===== src/rtl/timer_scheduler.sv =====
// Hardware bus initiator that keeps the lab timer re-armed for periodic ticks.
// Optional one-shot mode is enabled by defining TIMER_SCHED_ONESHOT_EN.
module timer_scheduler #(
    parameter logic [31:0] TIMER_CYCLE_ADDR = 32'hffff001c,
    parameter logic [31:0] TIMER_ACK_ADDR   = 32'hffff006c,
    parameter int          COUNT_W          = 16
) (
    input  logic               clock,
    input  logic               reset,
    input  logic               start,
    input  logic               stop,
    input  logic [31:0]        period,
    input  logic [31:0]        cycle,
    input  logic               TimerInterrupt,
`ifdef TIMER_SCHED_ONESHOT_EN
    input  logic               oneshot,
`endif
    output logic [31:0]        address,
    output logic [31:0]        data,
    output logic               MemRead,
    output logic               MemWrite,
    output logic               tick,
    output logic               busy,
    output logic [COUNT_W-1:0] tick_count
);

    typedef enum logic [2:0] {
        S_IDLE,
        S_READ,
        S_WRITE,
        S_WAIT,
        S_ACK,
        S_DISARM
    } state_t;

    state_t      state_q;
    logic [31:0] period_q;
    logic        stop_pending_q;
    logic        stop_pending_d;
`ifdef TIMER_SCHED_ONESHOT_EN
    logic        oneshot_q;
`endif

    // A stop seen this cycle counts as pending, so it is honoured at the end of WAIT or ACK.
    assign stop_pending_d = stop_pending_q | (stop & (state_q != S_IDLE));

    // NOTE: bus outputs are loaded on the transition into a state, so they are
    // registered yet line up with that state; every branch uses non-blocking updates.
    always_ff @(posedge clock) begin
        if (reset) begin
            state_q        <= S_IDLE;
            period_q       <= '0;
            stop_pending_q <= 1'b0;
            address        <= '0;
            data           <= '0;
            MemRead        <= 1'b0;
            MemWrite       <= 1'b0;
            tick           <= 1'b0;
            busy           <= 1'b0;
            tick_count     <= '0;
`ifdef TIMER_SCHED_ONESHOT_EN
            oneshot_q      <= 1'b0;
`endif
        end else begin
            address        <= '0;
            data           <= '0;
            MemRead        <= 1'b0;
            MemWrite       <= 1'b0;
            tick           <= 1'b0;
            stop_pending_q <= stop_pending_d;

            case (state_q)
                S_IDLE: begin
                    if (start && !stop) begin
                        period_q   <= (period < 32'd2) ? 32'd2 : period;
                        tick_count <= '0;
`ifdef TIMER_SCHED_ONESHOT_EN
                        oneshot_q  <= oneshot;
`endif
                        state_q    <= S_READ;
                        busy       <= 1'b1;
                        MemRead    <= 1'b1;
                        address    <= TIMER_CYCLE_ADDR;
                    end
                end

                S_READ: begin
                    // The snapshot is taken here and folded straight into the compare value.
                    state_q  <= S_WRITE;
                    MemWrite <= 1'b1;
                    address  <= TIMER_CYCLE_ADDR;
                    data     <= cycle + period_q;
                end

                S_WRITE: begin
                    state_q <= S_WAIT;
                end

                S_WAIT: begin
                    if (stop_pending_d) begin
                        state_q  <= S_DISARM;
                        MemWrite <= 1'b1;
                        address  <= TIMER_CYCLE_ADDR;
                        data     <= '1;
                    end else if (TimerInterrupt) begin
                        state_q    <= S_ACK;
                        MemWrite   <= 1'b1;
                        address    <= TIMER_ACK_ADDR;
                        tick       <= 1'b1;
                        tick_count <= tick_count + 1'b1;
                    end
                end

                S_ACK: begin
`ifdef TIMER_SCHED_ONESHOT_EN
                    if (oneshot_q) begin
                        state_q        <= S_IDLE;
                        busy           <= 1'b0;
                        stop_pending_q <= 1'b0;
                    end else
`endif
                    if (stop_pending_d) begin
                        state_q  <= S_DISARM;
                        MemWrite <= 1'b1;
                        address  <= TIMER_CYCLE_ADDR;
                        data     <= '1;
                    end else begin
                        state_q <= S_READ;
                        MemRead <= 1'b1;
                        address <= TIMER_CYCLE_ADDR;
                    end
                end

                S_DISARM: begin
                    state_q        <= S_IDLE;
                    busy           <= 1'b0;
                    stop_pending_q <= 1'b0;
                end

                default: begin
                    state_q        <= S_IDLE;
                    busy           <= 1'b0;
                    stop_pending_q <= 1'b0;
                end
            endcase
        end
    end

endmodule


===== config.mk =====
export PLATFORM = sky130hd
export DESIGN_NAME = timer_scheduler
export DESIGN_NICKNAME = d
export VERILOG_FILES = /design/src/rtl/timer_scheduler.sv
export SDC_FILE = /design/constraint.sdc
export NUM_CORES = 1
export LEC_CHECK = 0
export BUFFER_PORTS_ARGS = -buffer_cell sky130_fd_sc_hd__buf_2
export CORE_UTILIZATION = 52
export DETAILED_ROUTE_END_ITERATION = 16
export PLACE_DENSITY = 0.82
export SLEW_MARGIN = 25
export SYNTH_ARGS = -nofsm -noshare
export SYNTH_HDL_FRONTEND = slang
export SYNTH_SLANG_ARGS = --single-unit

===== constraint.sdc =====
create_clock -name clock -period 2.7 [get_ports clock]
set_input_delay 0.135 -clock clock [delete_from_list [all_inputs] [get_ports clock]]
set_output_delay 0.135 -clock clock [all_outputs]
set_load 0.02 [all_outputs]

==> flow_metrics.env <==
export IMPL_cts_root_buffer="clkbuf_8"
export IMPL_fin_nets=808
export IMPL_final_area_um2=6060
export IMPL_syn_to_final_growth_pct=23.0
export IMPL_synth_area_um2=4930
export IMPL_synth_fa_ha_area_share_pct=8.53
export IMPL_synth_top_family_by_area="compound AO/OA/AOI/OAI gates"
export IMPL_drv_slew=0
export IMPL_hold_depth=2
export IMPL_synth_seq_cells=91
export IMPL_routed_wl_um=13000
export IMPL_via_count=4703
export IMPL_yosys_warnings=0
export IMPL_synth_xor_area_share_pct=7.10
export IMPL_ir_drop_mv=0.329
export IMPL_setup_violations=0
export IMPL_grt_pass1_vias=4441
export IMPL_layout_drive_gt1_share_pct=28.0
export IMPL_drtIter0Drc=210
export IMPL_rows=35
export IMPL_timing_rr_start="period_q[7]$_SDFFE_PP0P_"
export IMPL_yosysTopAreaCellShare_pct=36.9
export IMPL_place_gp_congestion=0.914
export IMPL_grt_use_total_pct=26.3
export IMPL_ys_seq_area_share_pct=36.9
export IMPL_syn_area_per_cell_um2=8.71
export IMPL_ff2ff_path_depth=10
export IMPL_critical_path_startpoint_type="register"
export IMPL_fin_crit_sh_pct=95.9
export IMPL_coreArea_um2=9200
export IMPL_tightest_slew_ns=0.724
export IMPL_fin_worst_skew_ns=0.0117
export IMPL_avgViaCountPerCell=5.72
export IMPL_num_fill_cells=786
export IMPL_required_ns=2.95
export IMPL_maxSlewHeadroom_pct=51.6
export IMPL_die_w_um=99.4
export IMPL_grt_max_degree=23
export IMPL_drcViolationCount=0
export IMPL_synth_async_sr_flop_share_pct=0
export IMPL_synth_edf_count=0
export IMPL_status="finished clean"
export IMPL_path_class="reg2reg"
export IMPL_clkLatencyLatePin_ns=0.36
export IMPL_max_cap_violations=0
export IMPL_yosysMostFrequentCell="dfxtp_1"
export IMPL_synth_area_leaders="dfxtp_1, ha_1, a21oi_1, a22o_1, buf_4"
export IMPL_ys_dominant_reg_cell="dfxtp_1"
export IMPL_die_h_um=99.4
export IMPL_end_kind="register"
export IMPL_antenna_found_initial=0
export IMPL_synth_common_cells="dfxtp_1, a21oi_1, nor2_1"
export IMPL_muxShareOfSynthArea_pct=0.203
export IMPL_clockBufferDepth=2
export IMPL_dpl_hpwl_um=9580
export IMPL_h_tree_depth=3
export IMPL_final_min_clock_period_ns=2.59
export IMPL_grt_pass1_wl_um=20600
export IMPL_ios=153
export IMPL_post_route_util_pct=65.9
export IMPL_hold_path_class="in2reg"
export IMPL_holdPathEnd="period_q[4]$_SDFFE_PP0P_"
export IMPL_power_density_nw_per_um2=572
export IMPL_syn_inst=566
export IMPL_critical_path_arrival_ns=2.84
export IMPL_cts_num_sinks=91
export IMPL_rrSetupSlack_ns=0.11
export IMPL_start_util_pct=53.6
export IMPL_place_area_um2=5600
export IMPL_dr_pass1_iters=5
export IMPL_power_uw=3470
export IMPL_ant_nets=0
export IMPL_reg2reg_to="data[31]$_SDFF_PP0_"
export IMPL_cts_tree="yes"
export IMPL_min_from="period[4]"
export IMPL_yosys_area_share_simple_pct=15.9
export IMPL_cts_clk_slew_worst_paths_ns=0.09
export IMPL_yosysUniqueCellTypes=57
export IMPL_synth_compound_area_share_pct=23.7
export IMPL_numCtsBuffers=9
export IMPL_wire_per_inst_um=15.8
export IMPL_fmax_ghz=0.386
export IMPL_power_leakage_uw=0.00294
export IMPL_final_hold_viol_count=0
export IMPL_grt_ovfl_total=0
export IMPL_port_buffers=141
export IMPL_antenna_cells=0
export IMPL_die_area_um2=9880
export IMPL_yosysTopAreaCell="dfxtp_1"
export IMPL_path_max_fanout=5
[registers in the layout, summed over array words and instances (netlist names)]
name            count
tick                1
address             3
state_q             3
busy                1
data               32
MemRead             1
MemWrite            1
stop_pending_q      1
tick_count         16
period_q           32
[area by class of cell]
class,count,area (µm²),share of cell area [%]
clock buffers,9,124,2.04
well taps,111,139,2.29
inverters,12,45.0,0.743
clock inverters,7,121,2.00
flip-flops and latches,91,1820,30.0
repair buffers,172,971,16.0
multi-input cells,420,2840,46.9
[cells in the final DEF (no fill, tap or decap), types with 3 or more instances in the layout]
cell type,instances
buf_2,141
dfxtp_1,91
a21oi_1,54
nor2_1,50
nand2_1,32
ha_1,30
o21ai_0,29
a22o_1,29
xor2_1,20
xnor2_1,20
buf_4,18
a21o_1,17
dlygate4sd3_1,13
inv_1,12
nor3_1,11
conb_1,11
nand4_1,10
nand3_1,10
and3_1,9
clkbuf_8,9
nor4_1,8
nand2b_1,6
o21a_1,6
or3_1,5
a31oi_1,5
nor2b_1,4
a211oi_1,3
a21oi_2,3
o211ai_1,3
o21bai_1,3
or2_2,3
and4_1,3
bufinv_16,3
[critical path: stages, from the launching register on]
cell and delay [ns]:
dfxtp_1 0.34, ha_2 0.37, and3_1 0.23, o21ai_0 0.12, o22ai_2 0.20, o22ai_2 0.13, o41a_2 0.45, o211a_1 0.25
o21ai_1 0.17, or4_1 0.13, nand3_1 0.07
[worst max path at each step]
stage                     slack, ns  cells after the start                startpoint                   to
after global routing          -0.02                     12  period_q[0]$_SDFFE_PP0P_  data[28]$_SDFF_PP0_
final                          0.11                     10  period_q[7]$_SDFFE_PP0P_  data[31]$_SDFF_PP0_
after detailed placement      -0.01                     13  period_q[0]$_SDFFE_PP0P_  data[30]$_SDFF_PP0_
after global placement         0.16                     13  period_q[0]$_SDFFE_PP0P_  data[24]$_SDFF_PP0_
after floorplan                0.31                     12  period_q[0]$_SDFFE_PP0P_  data[28]$_SDFF_PP0_
after CTS                     0.009                     13  period_q[0]$_SDFFE_PP0P_  data[24]$_SDFF_PP0_
[per-layer routing]
metal / GRT usage, % / vias up / share of wire (%)
li1: - / 2282 / -
met1: 31.4 / 2175 / 42
met2: 46.4 / 209 / 50
met3: 4.22 / 37 / 5.8
met4: 12.1 / 0 / 3.0
met5: 0 / - / 0
[logic make-up (layout without fill, tap and decap cells)]
family | after synthesis | after routing
AO/OA/AOI/OAI | 175 | 175
AND/OR/NAND/NOR | 160 | 160
flip-flops | 91 | 91
buffers and inverters | 65 | 200
XOR/XNOR | 40 | 40
adder cells (fa/ha/maj) | 33 | 33
other | 1 | 11
multiplexers | 1 | 1
[power by group]
part	leakage, µW	switching (µW)	total [µW]	internal (µW)
Clock	0.000124	516	1140	622
Sequential	0.000739	46.8	1460	1410
Combinational	0.00208	520	869	348
[repair_timing]
action,in CTS,in global routing
hold endpoints to repair,13,0
buffers inserted,0,4
hold buffers,13,0
gates cloned,0,0
gates resized for setup,1,15
endpoints found under the setup margin,1,8
pin swaps,1,6
[stage by stage]
step,setup TNS (ns),setup slack [ns],hold WS (ns),std cells
after floorplan,0,0.306,0.261,576
after global placement,0,0.156,0.362,789
after detailed placement,-0.0147,-0.0147,0.364,789
after CTS,0,0.00907,0.000132,818
after global routing,-0.0364,-0.0238,0.000879,822
final,0,0.111,0.00688,822
Note: power is estimated with default switching activity, not from simulation.
